--- src/rtl/led_scan_ctrl_if.sv ---
// rtl/led_scan_ctrl_if.sv - frame RAM read port between the LED scan controller and the dual-port RAM
interface led_scan_ctrl_if #(
    parameter int COL_NUM_LOG2 = 7
);
    logic                    dualram_rd_en;
    logic [COL_NUM_LOG2+4:0] dualram_rd_addr;
    logic [15:0]             dualram_rd_dat;

    modport master (
        output dualram_rd_en,
        output dualram_rd_addr,
        input  dualram_rd_dat
    );

    modport slave (
        input  dualram_rd_en,
        input  dualram_rd_addr,
        output dualram_rd_dat
    );
endinterface

--- src/rtl/led_scan_ctrl.sv ---
// rtl/led_scan_ctrl.sv - HUB75 1/16-scan BCM scanner reading RGB565 pixels from the frame RAM
module led_scan_ctrl #(
    parameter int COL_NUM_LOG2 = 7,
    parameter int PWM_BITS     = 4,
    parameter int BASE_ON      = 8
) (
    input  logic            clk,
    input  logic            rst,
    input  logic            scan_enable,
    led_scan_ctrl_if.master ram,
    output logic            led_r0,
    output logic            led_g0,
    output logic            led_b0,
    output logic            led_r1,
    output logic            led_g1,
    output logic            led_b1,
    output logic            led_clk,
    output logic            led_lat,
    output logic            led_oe_n,
    output logic [3:0]      led_row,
    output logic            frame_start,
    output logic            busy
);
    localparam int PLANE_W  = (PWM_BITS > 1) ? $clog2(PWM_BITS) : 1;
    localparam int DISP_MAX = BASE_ON << (PWM_BITS - 1);
    localparam int DISP_W   = $clog2(DISP_MAX + 1);
    // Offset of the lowest kept bit inside each 5-bit colour field
    localparam int K        = 5 - PWM_BITS;

    localparam logic [COL_NUM_LOG2-1:0] COL_ZERO   = '0;
    localparam logic [COL_NUM_LOG2-1:0] COL_LAST   = '1;
    localparam logic [COL_NUM_LOG2-1:0] COL_ONE    = COL_NUM_LOG2'(1);
    localparam logic [PLANE_W-1:0]      PLANE_LAST = PLANE_W'(PWM_BITS - 1);
    localparam logic [PLANE_W-1:0]      PLANE_ONE  = PLANE_W'(1);
    localparam logic [DISP_W-1:0]       DISP_ONE   = DISP_W'(1);
    localparam logic [DISP_W-1:0]       DISP_BASE  = DISP_W'(BASE_ON);

    typedef enum logic [2:0] {
        S_IDLE,
        S_SHIFT,
        S_BLANK,
        S_LATCH,
        S_DISPLAY
    } state_t;

    state_t                  state;
    logic [3:0]              row;
    logic [COL_NUM_LOG2-1:0] col;
    logic [1:0]              ph;
    logic [PLANE_W-1:0]      plane;
    logic [DISP_W-1:0]       disp_cnt;
    logic [2:0]              upper_q;

    // Select the {R,G,B} bits of one BCM plane; G uses the top five of its six bits
    function automatic logic [2:0] pick_rgb(input logic [15:0] pix, input logic [PLANE_W-1:0] p);
        logic [2:0] idx;
        logic [4:0] r5;
        logic [4:0] g5;
        logic [4:0] b5;
        idx = 3'(K) + 3'(p);
        r5  = pix[15:11];
        g5  = pix[10:6];
        b5  = pix[4:0];
        return {r5[idx], g5[idx], b5[idx]};
    endfunction

    // Scan sequencer: every output is registered and set on the edge entering the cycle it describes
    always_ff @(posedge clk) begin
        if (rst) begin
            state               <= S_IDLE;
            row                 <= '0;
            col                 <= '0;
            ph                  <= '0;
            plane               <= '0;
            disp_cnt            <= '0;
            upper_q             <= '0;
            ram.dualram_rd_en   <= 1'b0;
            ram.dualram_rd_addr <= '0;
            led_r0              <= 1'b0;
            led_g0              <= 1'b0;
            led_b0              <= 1'b0;
            led_r1              <= 1'b0;
            led_g1              <= 1'b0;
            led_b1              <= 1'b0;
            led_clk             <= 1'b0;
            led_lat             <= 1'b0;
            led_oe_n            <= 1'b1;
            led_row             <= '0;
            frame_start         <= 1'b0;
            busy                <= 1'b0;
        end else begin
            frame_start       <= 1'b0;
            ram.dualram_rd_en <= 1'b0;
            case (state)
                S_IDLE: begin
                    if (scan_enable) begin
                        state               <= S_SHIFT;
                        row                 <= '0;
                        col                 <= '0;
                        ph                  <= '0;
                        plane               <= '0;
                        frame_start         <= 1'b1;
                        busy                <= 1'b1;
                        ram.dualram_rd_en   <= 1'b1;
                        ram.dualram_rd_addr <= {1'b0, 4'd0, COL_ZERO};
                    end
                end
                S_SHIFT: begin
                    ph <= ph + 2'd1;
                    case (ph)
                        2'd0: begin
                            // Second read of the column fetches the lower-half pixel
                            ram.dualram_rd_en   <= 1'b1;
                            ram.dualram_rd_addr <= {1'b1, row, col};
                        end
                        2'd1: begin
                            upper_q <= pick_rgb(ram.dualram_rd_dat, plane);
                        end
                        2'd2: begin
                            {led_r0, led_g0, led_b0} <= upper_q;
                            {led_r1, led_g1, led_b1} <= pick_rgb(ram.dualram_rd_dat, plane);
                            led_clk                  <= 1'b1;
                        end
                        default: begin
                            led_clk <= 1'b0;
                            if (col == COL_LAST) begin
                                state   <= S_BLANK;
                                col     <= '0;
                                led_row <= row;
                            end else begin
                                col                 <= col + COL_ONE;
                                ram.dualram_rd_en   <= 1'b1;
                                ram.dualram_rd_addr <= {1'b0, row, col + COL_ONE};
                            end
                        end
                    endcase
                end
                S_BLANK: begin
                    if (ph == 2'd1) begin
                        state   <= S_LATCH;
                        ph      <= '0;
                        led_lat <= 1'b1;
                    end else begin
                        ph <= ph + 2'd1;
                    end
                end
                S_LATCH: begin
                    if (ph == 2'd1) begin
                        state    <= S_DISPLAY;
                        ph       <= '0;
                        led_lat  <= 1'b0;
                        led_oe_n <= 1'b0;
                        disp_cnt <= (DISP_BASE << plane) - DISP_ONE;
                    end else begin
                        ph <= ph + 2'd1;
                    end
                end
                S_DISPLAY: begin
                    if (disp_cnt != '0) begin
                        disp_cnt <= disp_cnt - DISP_ONE;
                    end else begin
                        led_oe_n <= 1'b1;
                        col      <= '0;
                        ph       <= '0;
                        if (plane != PLANE_LAST) begin
                            plane               <= plane + PLANE_ONE;
                            state               <= S_SHIFT;
                            ram.dualram_rd_en   <= 1'b1;
                            ram.dualram_rd_addr <= {1'b0, row, COL_ZERO};
                        end else begin
                            // Row boundary: the only point besides IDLE where scan_enable matters
                            plane <= '0;
                            row   <= row + 4'd1;
                            if (scan_enable) begin
                                state               <= S_SHIFT;
                                frame_start         <= (row == 4'd15);
                                ram.dualram_rd_en   <= 1'b1;
                                ram.dualram_rd_addr <= {1'b0, row + 4'd1, COL_ZERO};
                            end else begin
                                state <= S_IDLE;
                                busy  <= 1'b0;
                            end
                        end
                    end
                end
                default: begin
                    state    <= S_IDLE;
                    busy     <= 1'b0;
                    led_oe_n <= 1'b1;
                    led_lat  <= 1'b0;
                    led_clk  <= 1'b0;
                end
            endcase
        end
    end
endmodule
--- src/flat_wrapper.sv ---
// flat-port wrapper written by rule: the top's interface ports become plain ports
module led_scan_ctrl_flat 
#(
    parameter int COL_NUM_LOG2 = 7,
    parameter int PWM_BITS     = 4,
    parameter int BASE_ON      = 8
)
  (clk, rst, scan_enable, led_r0, led_g0, led_b0, led_r1, led_g1, led_b1, led_clk, led_lat, led_oe_n, led_row, frame_start, busy, ram_dualram_rd_en, ram_dualram_rd_addr, ram_dualram_rd_dat);
  led_scan_ctrl_if #(.COL_NUM_LOG2(COL_NUM_LOG2)) ram_i ();
  input  logic clk;
  input  logic rst;
  input  logic scan_enable;
  output logic led_r0;
  output logic led_g0;
  output logic led_b0;
  output logic led_r1;
  output logic led_g1;
  output logic led_b1;
  output logic led_clk;
  output logic led_lat;
  output logic led_oe_n;
  output logic [3:0] led_row;
  output logic frame_start;
  output logic busy;
  output wire logic [$bits(ram_i.dualram_rd_en)-1:0] ram_dualram_rd_en;
  output wire logic [$bits(ram_i.dualram_rd_addr)-1:0] ram_dualram_rd_addr;
  input wire logic [$bits(ram_i.dualram_rd_dat)-1:0] ram_dualram_rd_dat;
  assign ram_dualram_rd_en = ram_i.dualram_rd_en;
  assign ram_dualram_rd_addr = ram_i.dualram_rd_addr;
  assign ram_i.dualram_rd_dat = ram_dualram_rd_dat;
  led_scan_ctrl #(.COL_NUM_LOG2(COL_NUM_LOG2), .PWM_BITS(PWM_BITS), .BASE_ON(BASE_ON)) u_core (.clk(clk), .rst(rst), .scan_enable(scan_enable), .ram(ram_i), .led_r0(led_r0), .led_g0(led_g0), .led_b0(led_b0), .led_r1(led_r1), .led_g1(led_g1), .led_b1(led_b1), .led_clk(led_clk), .led_lat(led_lat), .led_oe_n(led_oe_n), .led_row(led_row), .frame_start(frame_start), .busy(busy));
endmodule
--- config.mk ---
export PLATFORM = sky130hd
export DESIGN_NAME = led_scan_ctrl_flat
export DESIGN_NICKNAME = d
export VERILOG_FILES = /design/src/rtl/led_scan_ctrl_if.sv /design/src/rtl/led_scan_ctrl.sv /design/src/flat_wrapper.sv
export SDC_FILE = /design/constraint.sdc
export NUM_CORES = 1
export LEC_CHECK = 0
export CELL_PAD_IN_SITES_DETAIL_PLACEMENT = 0
export CELL_PAD_IN_SITES_GLOBAL_PLACEMENT = 2
export CORE_MARGIN = 1
export CORE_UTILIZATION = 35
export DETAILED_ROUTE_END_ITERATION = 16
export PLACE_DENSITY = 0.83
export SLEW_MARGIN = 20
export SYNTH_ARGS = -nofsm -noshare
export SYNTH_HDL_FRONTEND = slang
export SYNTH_SLANG_ARGS = --single-unit
export TNS_END_PERCENT = 10
--- constraint.sdc ---
create_clock -name clk -period 7.79 [get_ports clk]
set_clock_uncertainty 0.2 [all_clocks]
set_input_delay 1.558 -clock clk [delete_from_list [all_inputs] [get_ports clk]]
set_output_delay 1.558 -clock clk [all_outputs]
set_load 0.05 [all_outputs]
After elaboration in Yosys (flattened, before gate mapping)
Cells that the tools add are included.
{"block": "classes", "add_sub_neg": 7, "n_lt_le_gt_ge": 1, "n_eq_ne": 22, "shift": 1, "mux": 63, "bitwise_logic": 5, "reduce_logical": 29}
{"operator": "$mux W12", "count": 5}
{"operator": "$mux W7", "count": 6}
{"operator": "$pmux W12 S3", "count": 1}
{"operator": "$pmux W12 S2", "count": 1}
{"operator": "$mux W3", "count": 7}
{"operator": "$pmux W7 S3", "count": 1}
{"operator": "$mux W1", "count": 18}
{"operator": "$reduce_and A3 Y1", "count": 6}
{"operator": "$ne A2 B2 Y1 const B", "count": 8}
{"operator": "$pmux W3 S5", "count": 1}
{"operator": "$pmux W7 S2", "count": 1}
{"operator": "$sub A7 B1 Y7 const B", "count": 2}
{"operator": "$mux W4", "count": 3}
{"operator": "$pmux W1 S3", "count": 4}
{"operator": "$reduce_and A6 Y1", "count": 2}
{"operator": "$reduce_or A3 Y1", "count": 4}
{"operator": "$mux W2", "count": 5}
{"operator": "$bmux W1 S3", "count": 3}
{"operator": "$ne A2 B1 Y1 const B", "count": 4}
{"operator": "$pmux W1 S2", "count": 4}
{"operator": "$pmux W2 S4", "count": 1}
{"operator": "$pmux W4 S2", "count": 1}
{"operator": "$reduce_and A4 Y1", "count": 2}
{"operator": "$add A7 B1 Y7 const B", "count": 1}
{"operator": "other kinds (26)", "count": 37}
{"block": "word_totals", "regBits": 56, "inputBits": 19, "output_inout_bits": 28}

Longest topological paths before layout
{"block": "logic_depth", "word_depth": 5, "depth_mapped": 9, "ltp_nobuf": 7}

Least setup slack after synthesis
OpenSTA, ideal clock, no wires.
{"block": "synth_path", "path_kind": "input to register", "start": "input port scan_enable", "end": "register u_core.ram.dualram_rd_addr[1]", "arrival_time_ps": 2650, "required_ps": 7474, "path_slack_ps": 4824, "cell_stages": 5, "path_buffers": 1, "path_cell_list": "nor2b_1 a311oi_4 or3_4 buf_6 a31o_1"}
{"block": "synth_between", "elab_chain_cells": 2, "elab_cells_between_ends": 3, "classes_between": "2 x eq/ne; 1 x reduce/logical"}
{"element": "start, declared", "line_no": "flat_wrapper.sv:12", "text": "input logic scan_enable;"}
{"element": "$ne A3 B2 Y1 (no source line) / $ne A2 B2 Y1 (equally long branches)"}
{"element": "$reduce_and A6 Y1 (no source line) *"}
{"element": "end signal, assigned", "line_no": "led_scan_ctrl.sv:105", "text": "ram.dualram_rd_addr <= {1'b0, 4'd0, COL_ZERO};"}
{"element": "end signal, assigned", "line_no": "led_scan_ctrl.sv:114", "text": "ram.dualram_rd_addr <= {1'b1, row, col};"}
{"element": "end signal, assigned", "line_no": "led_scan_ctrl.sv:133", "text": "ram.dualram_rd_addr <= {1'b0, row, col + COL_ONE};"}
{"element": "end, declared", "line_no": "led_scan_ctrl_if.sv:11", "text": "output dualram_rd_addr,"}
Mark *: on every way between the ends. The rest lies on a longest branch, timed or not.
A chain may end at the register's enable or synchronous reset.

Worst setup path after layout
{"block": "layout_path", "start": "input port scan_enable", "end": "register u_core.ram.dualram_rd_addr[0]"}
The elaborated chain is that of the path after synthesis.

==> qor.yml <==
io_buffer_count: 45
grt_use_met1_pct: 24.7
postSynthAreaPerCell_um2: 8.48
antenna_left: 0
placed_area_mm2: 0.00378
regArea_mm2: 0.00112
clkSinkCount: 56
required_ns: 7.81
boundaryPins: 47
synth_area_mm2: 0.00331
vias_per_cell: 5.66
grt_use_total_pct: 18.1
drtPass1Iterations: 4
drt-wirelength-per-cell_um: 16.2
power_mw: 0.636
yosys.area.top_type: "dfxtp_1"
crit_type: "primary input to register"
grt_pass1_vias: 2791
status: "finished clean"
p_switching_mw: 0.175
path_clk_slew_ns: 0.10
drive_above_1_share_pct: 7.25
drt_iter0_drc: 73
fin_setup_tns_ns: 0
yosysTopAreaCellShare_pct: 33.9
cts_max_level: 2
hold_viol: 0
dieWidth_um: 99.2
slowest_stage: "clkdlybuf4s50_1"
drc: 0
post_cts_buffers: 0
fillCellCount: 942
grt_overflow_total: 0
synth_cell_types: 69
tightestPinTransition_ns: 0.784
core-area_mm2: 0.00920
finalNetCount: 444
fin_util_pct: 42.5
dpl.hpwl_mm: 5.93
routed_wl_mm: 8.53
async_flop_share_pct: 0
period_needed_ns: 3.37
hold_class: "register to register"
clk_latency_ns: 0.31
synth.top_cells.by_area: "dfxtp_1, mux2i_1, a21oi_1"
die_h_um: 99.2
synth_edf_count: 0
synth_cells: 390
power.density_mw_per_mm2: 163
die_area_mm2: 0.00984
slew_viol_final: 0
p_int_mw: 0.462
cts.path.max_buffers: 2
post-route-period-util_pct: 43.2
rsz0062_at_grt: "false"
slowest_delay_ns: 0.58
setup_viol_count_final: 0
met2_usage_pct: 29.5
stdcell_area_mm2: 0.00391
cts_made_buffers: 5
cts_root_buf: "clkbuf_8"
seqPwrFrac_pct: 47.0
pwr-share-comb_pct: 17.7
swShare_pct: 27.4
num_rows: 35
max_freq_mhz: 297
ys_seq_elements: 56
grt_max_degree: 42
start_kind: "primary input"
worstPathCellList: "clkdlybuf4s50_1 > nor2b_1 > a311oi_4 > or3_4 > a31o_2"
yosys_warnings: 0
synth_ff_type: "dfxtp_1"
arrival_ns: 3.39
cellLeakagePower_nw: 1.37
insertedDiodeCount: 0
areaGrowthSynthToFinish_pct: 18.4
ctsResizeCount: 0
slew_headroom_pct: 47.7
grt_pass1_wl_mm: 14.3
ys_seq_area_share_pct: 33.9
top_usage_layer: "met2"
r2r_slack_ns: 4.95
antenna_found_initial: 0
hold_buffers: 0
multi_input_area_mm2: 0.00201
finalWeightedCongestion: 0.811
cap_violations: 0
initial_utilization_pct: 35.9
cts_tree: "built"
p_clk_share_pct: 35.4
ir_drop_uv: 84.4
use_met3_pct: 3.79
vias: 2974
synth_fp_nets: 420
cp_max_fo: 11
crit_path_end_kind: "register"
==> through the flow <==
stage	cells	setup WS, ns	hold slack (ns)
global placement	518	4.09	0.247
floorplan	390	4.82	0.264
CTS	525	4.43	0.270
finish	525	4.42	0.266
detailed placement	518	4.08	0.255
global route	525	4.40	0.283
==> cells in the mapped netlist, drive strengths merged (10+ instances only) <==
cell type and n:
nand2 32, o21ai 24, clkbuf 24, nand3 14, inv 10, dfxtp 56
nor3 10, nor2 31, a21oi 28, mux2i 19, ha 11, nor4 10
==> power groups by stage <==
stage               Combinational, mW  Clock, mW  Sequential (mW)
detailed placement              0.113          0            0.305
floorplan                      0.0722          0            0.313
CTS                             0.113      0.232            0.299
global route                    0.123      0.243            0.300
finish                          0.113      0.225            0.299
global placement                0.112          0            0.305
==> worst max-delay path: cells and delay by family <==
| family | cells | cell delay (ns) |
|---|---|---|
| AND/OR/NAND/NOR | 2 | 0.85 |
| buffers and inverters | 1 | 0.58 |
| AO/OA/AOI/OAI | 2 | 0.40 |
==> area by class of cell <==
cell class	count	area share, %
clock inverter	2	1.54
multi-input combinational	292	51.3
inverter	10	0.959
sequential	56	28.7
timing repair buffer	49	12.3
tap	111	3.55
clock buffer	5	1.76
==> logic make-up after synthesis <==
kind of cell	after synthesis	synth area share [%]
AO/OA/AOI/OAI	115	24.0
XOR/XNOR	2	0.530
AND/OR/NAND/NOR	141	23.8
buffers and inverters	42	5.41
multiplexers	23	8.14
adder cells (fa/ha/maj)	11	4.16
flip-flops	56	33.9
==> flip-flops by register name (all words and copies together) (netlist names), 2 cells and up <==
signal,count
u_core.state,3
u_core.plane,2
u_core.row,4
u_core.disp_cnt,7
u_core.upper_q,3
u_core.led_row,4
u_core.ram.dualram_rd_addr,12
u_core.ph,2
u_core.col,7
==> placed cells by master (no fill, tap or decap), types with 10 or more instances in the layout <==
cell | Yosys | routed
a21oi_1 | 28 | 28
clkdlybuf4s50_1 | 0 | 45
dfxtp_1 | 56 | 56
ha_1 | 11 | 11
inv_1 | 10 | 10
mux2i_1 | 19 | 19
nand2_1 | 32 | 32
nand3_1 | 14 | 14
nor2_1 | 31 | 31
o21ai_0 | 23 | 23
==> per-layer routing <==
layer | up-vias | routed length, um
li1 | 1502 | -
met1 | 1406 | 4270
met2 | 59 | 3820
met3 | 7 | 369
met4 | 0 | 69
met5 | - | 0
==> path summary, 6_finish.rpt <==
kind                                                                    to  cells after the start                                       start
worst min register to register  u_core.ram.dualram_rd_addr[5]$_SDFFE_PP0P_                      2  u_core.ram.dualram_rd_addr[5]$_SDFFE_PP0P_
worst max register to register             u_core.disp_cnt[6]$_SDFFE_PP0P_                      8                u_core.state[2]$_SDFFE_PP0P_
worst min-delay path            u_core.ram.dualram_rd_addr[5]$_SDFFE_PP0P_                      2  u_core.ram.dualram_rd_addr[5]$_SDFFE_PP0P_
worst max-delay path            u_core.ram.dualram_rd_addr[0]$_SDFFE_PP0P_                      5                                 scan_enable
(Power assumes the default switching activity.)
